[src/rtl/instruction_register.sv]
// -----------------------------------------------------------------------------
// instruction_register
//
// Fetch-side instruction register for the multicycle RV32I core. When the
// control FSM pulses fetch_req, one word is fetched from instruction memory
// over a req/valid handshake. The word is then held for the rest of the
// instruction's execution. The register fields are decoded, and the raw
// (un-extended) immediate fields go to the sign_extender instances.
//
// Handshake: mem_req is high for every cycle the FSM is in REQ. The first
// cycle in REQ with mem_valid high transfers mem_rdata into instr, and
// mem_req drops on the next cycle. mem_valid is ignored outside REQ.
// fetch_req is ignored while in REQ, and fetch requests are not queued.
//
// Parameters
//   ILEN      instruction width (only 32 is supported)
//   MAX_WAIT  cycles spent in REQ before the fetch is abandoned (0 = never)
//   RESET_IR  reset value of instr (NOP)
//
// Ports
//   clk, reset_n         clock; asynchronous active-low reset
//   fetch_req            start-fetch pulse from the control FSM
//   mem_valid, mem_rdata memory response
//   mem_req              fetch request to memory (high while in REQ)
//   ir_valid             instr holds a completed fetch
//   fetch_timeout        one-cycle pulse when a fetch is abandoned
//   instr                held instruction word
//   opcode..rs2          decoded register/opcode fields
//   imm_i/s/b/j/u        raw immediate fields (imm_u is already full width)
//   fsm_state            debug view of the FSM: 0=IDLE 1=REQ 2=HOLD
//   illegal              only with `define IR_ILLEGAL_CHECK_EN
//
// Optional feature macro: IR_ILLEGAL_CHECK_EN
// -----------------------------------------------------------------------------
module instruction_register #(
   parameter int          ILEN     = 32,
   parameter int          MAX_WAIT = 16,
   parameter logic [31:0] RESET_IR = 32'h0000_0013
) (
   input  logic            clk,
   input  logic            reset_n,
   input  logic            fetch_req,
   input  logic            mem_valid,
   input  logic [ILEN-1:0] mem_rdata,
   output logic            mem_req,
   output logic            ir_valid,
   output logic            fetch_timeout,
   output logic [ILEN-1:0] instr,
   output logic [6:0]      opcode,
   output logic [2:0]      funct3,
   output logic [6:0]      funct7,
   output logic [4:0]      rd,
   output logic [4:0]      rs1,
   output logic [4:0]      rs2,
   output logic [11:0]     imm_i,
   output logic [11:0]     imm_s,
   output logic [12:0]     imm_b,
   output logic [20:0]     imm_j,
   output logic [31:0]     imm_u,
   output logic [1:0]      fsm_state
`ifdef IR_ILLEGAL_CHECK_EN
   ,
   output logic            illegal
`endif
);

   typedef enum logic [1:0] {
      IDLE = 2'd0,
      REQ  = 2'd1,
      HOLD = 2'd2
   } state_t;

   // MAX_WAIT=0 would give a zero-width counter, so keep at least one bit.
   // In that configuration the counter only saturates and is never compared.
   localparam int CW = (MAX_WAIT > 0) ? $clog2(MAX_WAIT + 1) : 1;
   localparam logic [CW-1:0] LAST = (MAX_WAIT > 0) ? CW'(MAX_WAIT - 1) : '0;
   localparam logic [CW-1:0] CNT_SAT = {CW{1'b1}};

   state_t            state_q, state_d;
   logic [CW-1:0]     cnt_q, cnt_d;
   logic [ILEN-1:0]   instr_q, instr_d;
   logic              valid_q, valid_d;
   logic              tmo_q, tmo_d;
`ifdef IR_ILLEGAL_CHECK_EN
   logic              ill_q, ill_d;
`endif

   // State and datapath registers
   always_ff @(posedge clk or negedge reset_n) begin
      if (!reset_n) begin
         state_q <= IDLE;
         cnt_q   <= '0;
         instr_q <= RESET_IR;
         valid_q <= 1'b0;
         tmo_q   <= 1'b0;
`ifdef IR_ILLEGAL_CHECK_EN
         ill_q   <= 1'b0;
`endif
      end else begin
         state_q <= state_d;
         cnt_q   <= cnt_d;
         instr_q <= instr_d;
         valid_q <= valid_d;
         tmo_q   <= tmo_d;
`ifdef IR_ILLEGAL_CHECK_EN
         ill_q   <= ill_d;
`endif
      end
   end

   // Next-state and next-datapath logic
   always_comb begin
      state_d = state_q;
      cnt_d   = cnt_q;
      instr_d = instr_q;
      valid_d = valid_q;
      tmo_d   = 1'b0;
`ifdef IR_ILLEGAL_CHECK_EN
      ill_d   = ill_q;
`endif
      unique case (state_q)
         IDLE, HOLD: begin
            if (fetch_req) begin
               // Entering REQ invalidates the old word, but instr keeps it
               // visible until the new one arrives.
               state_d = REQ;
               cnt_d   = '0;
               valid_d = 1'b0;
`ifdef IR_ILLEGAL_CHECK_EN
               ill_d   = 1'b0;
`endif
            end
         end
         REQ: begin
            if (mem_valid) begin
               // mem_valid takes priority over a timeout in the same cycle
               state_d = HOLD;
               instr_d = mem_rdata;
               valid_d = 1'b1;
`ifdef IR_ILLEGAL_CHECK_EN
               ill_d   = (mem_rdata[1:0] != 2'b11) ||
                         (mem_rdata == 32'h0000_0000) ||
                         (mem_rdata == 32'hFFFF_FFFF);
`endif
            end else if ((MAX_WAIT != 0) && (cnt_q == LAST)) begin
               state_d = IDLE;
               tmo_d   = 1'b1;
            end else if (cnt_q != CNT_SAT) begin
               cnt_d = cnt_q + 1'b1;
            end
         end
         default: begin
            state_d = IDLE;
         end
      endcase
   end

   assign mem_req       = (state_q == REQ);
   assign ir_valid      = valid_q;
   assign fetch_timeout = tmo_q;
   assign instr         = instr_q;
   assign fsm_state     = state_q;
`ifdef IR_ILLEGAL_CHECK_EN
   assign illegal       = ill_q;
`endif

   // Field decode: pure wiring from the held word
   assign opcode = instr_q[6:0];
   assign funct3 = instr_q[14:12];
   assign funct7 = instr_q[31:25];
   assign rd     = instr_q[11:7];
   assign rs1    = instr_q[19:15];
   assign rs2    = instr_q[24:20];
   assign imm_i  = instr_q[31:20];
   assign imm_s  = {instr_q[31:25], instr_q[11:7]};
   assign imm_b  = {instr_q[31], instr_q[7], instr_q[30:25], instr_q[11:8], 1'b0};
   assign imm_j  = {instr_q[31], instr_q[19:12], instr_q[20], instr_q[30:21], 1'b0};
   assign imm_u  = {instr_q[31:12], 12'b0};

endmodule

[config.mk]
export PLATFORM = sky130hd
export DESIGN_NAME = instruction_register
export DESIGN_NICKNAME = d
export VERILOG_FILES = /design/src/rtl/instruction_register.sv
export SDC_FILE = /design/constraint.sdc
export NUM_CORES = 1
export LEC_CHECK = 0
export ABC_AREA = 1
export BUFFER_PORTS_ARGS = -buffer_cell sky130_fd_sc_hd__buf_4
export CORE_MARGIN = 2
export CORE_UTILIZATION = 28
export CTS_CLUSTER_DIAMETER = 100
export DETAILED_ROUTE_END_ITERATION = 16
export PLACE_DENSITY = 0.57
export SLEW_MARGIN = 5
export SYNTH_ARGS = -nofsm -noshare
export SYNTH_HDL_FRONTEND = slang
export SYNTH_SLANG_ARGS = --single-unit
[constraint.sdc]
create_clock -name clk -period 3.58 [get_ports clk]
set_input_delay 0.358 -clock clk [delete_from_list [all_inputs] [get_ports clk]]
set_output_delay 0.358 -clock clk [all_outputs]
set_load 0.03 [all_outputs]
---- Yosys cells after proc, flatten, opt, wreduce, memory -nomap -nowiden ----
Cells that the tools add are included.
operators by class
  $add $sub $neg .......................... 1
  equal/unequal tests ..................... 10
  mux-type cells .......................... 15
  reductions and logical operators ........ 7
operators by type and width
  cell                                                                   number
  5-bit 2-to-1 mux                                                       4
  5-bit one-hot mux with 2 select lines                                  1
  2-bit != test, second input constant                                   4
  2-bit 2-to-1 mux                                                       3
  5-bit by 1-bit adder with 5-bit output, second input constant          1
  5-bit by 4-bit equality test with 1-bit output, second input constant  1
  1-bit 2-to-1 mux                                                       5
  5-bit != test, second input constant                                   1
  5-bit AND reduction                                                    1
  2-bit one-hot mux with 2 select lines                                  1
  2-bit AND reduction                                                    2
  3-bit by 2-bit != test with 1-bit output, second input constant        1
  3-bit AND reduction                                                    1
  2-bit by 1-bit equality test with 1-bit output, second input constant  1
  2-bit equality test, second input constant                             1
  2-bit logical NOT                                                      1
  2-bit by 1-bit != test with 1-bit output, second input constant        1
  1-bit one-hot mux with 2 select lines                                  1
  2-bit nonzero test                                                     1
  2-bit OR reduction                                                     1
storage, ports and cells
  register bits ........................... 41
  bits of input ports ..................... 36
  output and inout port bits .............. 159
  word-level logic and storage cells ...... 38

---- Depth between registers and ports, before layout ----
  depth after elaboration ................. 5
  gate-level depth with buffers ........... 10
  mapped depth without buffers ............ 10

---- Worst setup path after synthesis ----
OpenSTA, ideal clock, no wires.
  path kind ............................... register to register
  start point ............................. register cnt_q[0]
  end point ............................... register cnt_q[1]
  setup time .............................. 0.126 ns
  arrival time ............................ 1.347 ns
  required time ........................... 3.454 ns
  setup slack ............................. 2.107 ns
  cell stages (with the launch flop) ...... 11
  path buffers ............................ 0
  clock period less this slack ............ 1.473 ns
  cell sequence ........................... dfrtp_1 ha_1 nand2_1 nor2_1 ha_1 inv_1 nand3_1 nand2_1 nand2_2 nand2_1 o21ai_0
on the way
  cells in the longest elaborated chain, start to end .. 5
  elaborated cells between the ends (all ways) .. 10
  those cells by class .................... add/sub (1); eq/ne (4); mux (4); reduce/logical (1)
RTL lines
  element                                 RTL line  RTL
  start, declared                         80        logic [CW-1:0] cnt_q, cnt_d;
  start signal, assigned                  101       cnt_q <= cnt_d;
  5-bit by 1-bit adder with 5-bit output  149       cnt_d = cnt_q + 1'b1;
  5-bit 2-to-1 mux                        148       end else if (cnt_q != CNT_SAT) begin
  5-bit 2-to-1 mux                        145       end else if ((MAX_WAIT != 0) && (cnt_q == LAST)) begin
  5-bit 2-to-1 mux                        135       if (mem_valid) begin
  5-bit one-hot mux with 2 select lines   121       unique case (state_q)
Several ways; a longest one is shown, not always the timed one. The select of a mux whose other input is x is not followed.
A chain may end at the register's enable or synchronous reset.

---- Worst setup path after layout ----
  start point ............................. register state_q[1], in the netlist fsm_state[1]
  end point ............................... register instr_q[10], in the netlist instr[10]
on the way
  cells in the longest elaborated chain, start to end .. 2
RTL lines
  element                                         RTL line  RTL
  start, declared                                 79        state_t state_q, state_d;
  start signal, assigned                          100       state_q <= state_d;
  2-bit by 1-bit equality test with 1-bit output  121
  2-bit AND reduction (no line)                   -
  end signal, assigned                            102       instr_q <= instr_d;
  end, declared                                   81        logic [ILEN-1:0] instr_q, instr_d;
Every way passes these cells.

==> impl_metrics.py <==
metrics = {
    "layout": {
        "nets": 424,
        "diodes": 0,
        "drive_gt1_share_pct": 50.5,
        "final_cells": 515,
        "synthToLayoutAreaGrowth_pct": 25.2,
        "final_util_pct": 36.0,
    },
    "clock_tree": {
        "clk_latency_ns": 0.29,
        "cts_sinks": 41,
        "htreeDepth": 2,
        "cts-buffers-inserted": 5,
        "cts_tree": "yes",
        "clockBufferDepth": 2,
        "cts_root_buf": "clkbuf_8",
        "post-cts-setup-buffers": 0,
        "ctsHoldBuffers": 0,
        "cts_resized": 0,
        "path_clk_slew_ns": 0.08,
    },
    "outcome": {
        "status": "completed",
    },
    "yosys": {
        "synth_top_family_by_area": "buffers and inverters",
        "syn_area_sq_mm": 0.00266,
        "synthDistinctLibCells": 20,
        "ys_seq_area_share_pct": 38.8,
        "synth-xor-area-share_pct": 0,
        "synth_mux_area_share_pct": 0,
        "syn_avg_cell_area_sq_um": 8.38,
        "synth_simple_gate_area_share_pct": 20.0,
        "syn_inst": 317,
        "synth-compound-area-share_pct": 1.51,
        "synth_adder_area_share_pct": 1.41,
        "synth-seq-cells": 41,
        "synth_warnings": 0,
    },
    "critical_path": {
        "cp_max_fo": 34,
        "cp-end-kind": "register",
        "startpoint_type": "register",
        "crit_required_ns": 3.75,
        "critPathKind": "register to register",
        "arrival_ns": 2.09,
    },
    "floorplanning": {
        "die_w_microns": 101,
        "fp.dieArea_sq_mm": 0.0103,
        "io_pins": 195,
        "start_util_pct": 28.7,
        "die_y_microns": 101,
        "core_sq_mm": 0.00924,
        "rows": 35,
    },
    "placement": {
        "gp_congestion": 0.690,
        "port_buffers": 180,
        "hpwl_microns": 4220,
        "dp_cells": 507,
    },
    "global_route": {
        "gr-total-overflow": 0,
        "grt_max_degree": 42,
        "first_global_vias": 1825,
        "grt_antenna_before_repair": 0,
        "grt_usage_pct": 10.8,
        "grt_pass1_wl_microns": 8770,
    },
    "timing": {
        "finalHoldViolCount": 0,
        "relSlewSlack_pct": 56.8,
        "fmax_mhz": 523,
        "whs_ns": 0.0420,
        "fin_skew_ns": 0.0121,
        "setup_viol": 0,
        "fin_crit_sh_pct": 53.4,
        "finalMaxSlewViolations": 0,
        "rsz0062_at_grt": "false",
        "finalSetupTns_ns": 0,
        "fin_crit_ns": 1.91,
        "worst_pin_slew_ns": 0.646,
    },
    "drt": {
        "vias": 2008,
        "drc": 0,
        "wl_per_cell_microns": 11.2,
        "wl_microns": 5770,
        "drt_iter0_drc": 45,
        "drt_pass1_iterations": 4,
        "routed_via_density": 3.90,
        "postRouteAntennaNets": 0,
    },
    "run": {
        "drv_cap": 0,
    },
    "worst_hold_path": {
        "hp-class": "primary input to async pin",
    },
}
==> kinds of logic (layout without fill, tap and decap cells) <==
group,count (synthesis),count (layout)
compound gates,8,8
fa+ha+maj,3,3
simple gates,124,124
buf+inv,140,196
flops,41,41
other cells,1,14
==> registers in the layout, indices dropped and copies added (netlist names) <==
register and cells:
fetch_timeout 1, instr 32, fsm_state 2, cnt_q 5
ir_valid 1
==> cell usage in the layout, fill, tap and decap left out <==
cell	Yosys	final
buf_4	122	181
clkbuf_1	1	2
clkbuf_8	0	6
conb_1	1	14
dfrtp_1	38	38
dfstp_2	3	3
ha_1	3	3
inv_1	6	6
inv_2	1	1
nand2_1	79	79
nand2_2	2	2
nand3_1	36	36
nand4_1	1	1
nor2_1	3	3
nor2_4	1	1
nor4_1	1	1
o21ai_0	3	3
o21ai_1	5	5
or2_2	1	1
==> path summary, 6_finish.rpt <==
check | start | endpoint | slack, ns | cells past startpoint
max | fsm_state[1] | instr[10] | 1.67 | 4
min | reset_n | instr[3] | 0.04 | 1
max reg2reg | fsm_state[1] | instr[10] | 1.67 | 4
min reg2reg | instr[0] | instr[0] | 0.48 | 2
max in group asynchronous | reset_n | instr[25] | 3.15 | 1
min in group clk | mem_rdata[1] | instr[1] | 0.29 | 3
==> critical path, cell delays in order, from the launching register on <==
cell	delay (ns)
dfrtp_1	0.44
nor2_4	0.52
nand2_2	0.57
nand2_1	0.19
nand2_1	0.06
==> layout make-up <==
class                      instances  area, sq um
multi-input combinational        149          661
inverter                           7         26.3
timing repair buffer             181         1360
sequential                        41         1030
clock buffer                       8         90.1
fill                             920         5910
tap                              129          161
==> metal layers <==
metal | GRT usage (%) | part of all wire [%]
met1 | 12.7 | 40
met2 | 19.3 | 51
met3 | 2.76 | 8.1
met4 | 3.22 | 0.26
met5 | 0 | 0
==> synthesized netlist by cell type <==
master	instances	area, sq um
conb_1	1	3.75
dfstp_2	3	78.8
buf_2	7	35.0
nor2_1	3	11.3
inv_2	1	3.75
buf_4	122	916
o21ai_1	5	25.0
ha_1	3	37.5
o21ai_0	3	15.0
nand4_1	1	6.26
dfrtp_1	38	951
nor4_1	1	6.26
inv_1	6	22.5
nand2_1	79	297
or2_2	1	6.26
buf_6	3	33.8
clkbuf_1	1	3.75
nor2_4	1	11.3
nand3_1	36	180
nand2_2	2	12.5
==> through the flow <==
| step | area, sq um | worst slack, ns |
|---|---|---|
| after floorplan | 2710 | 2.11 |
| after global placement | 3240 | 1.65 |
| after detailed placement | 3240 | 1.62 |
| after CTS | 3330 | 1.59 |
| after global routing | 3330 | 1.41 |
| final | 3330 | 1.67 |
Power is left out: the tool's default activity adds up to more than one toggle a clock period on the data nets, which glitch-free logic cannot reach.
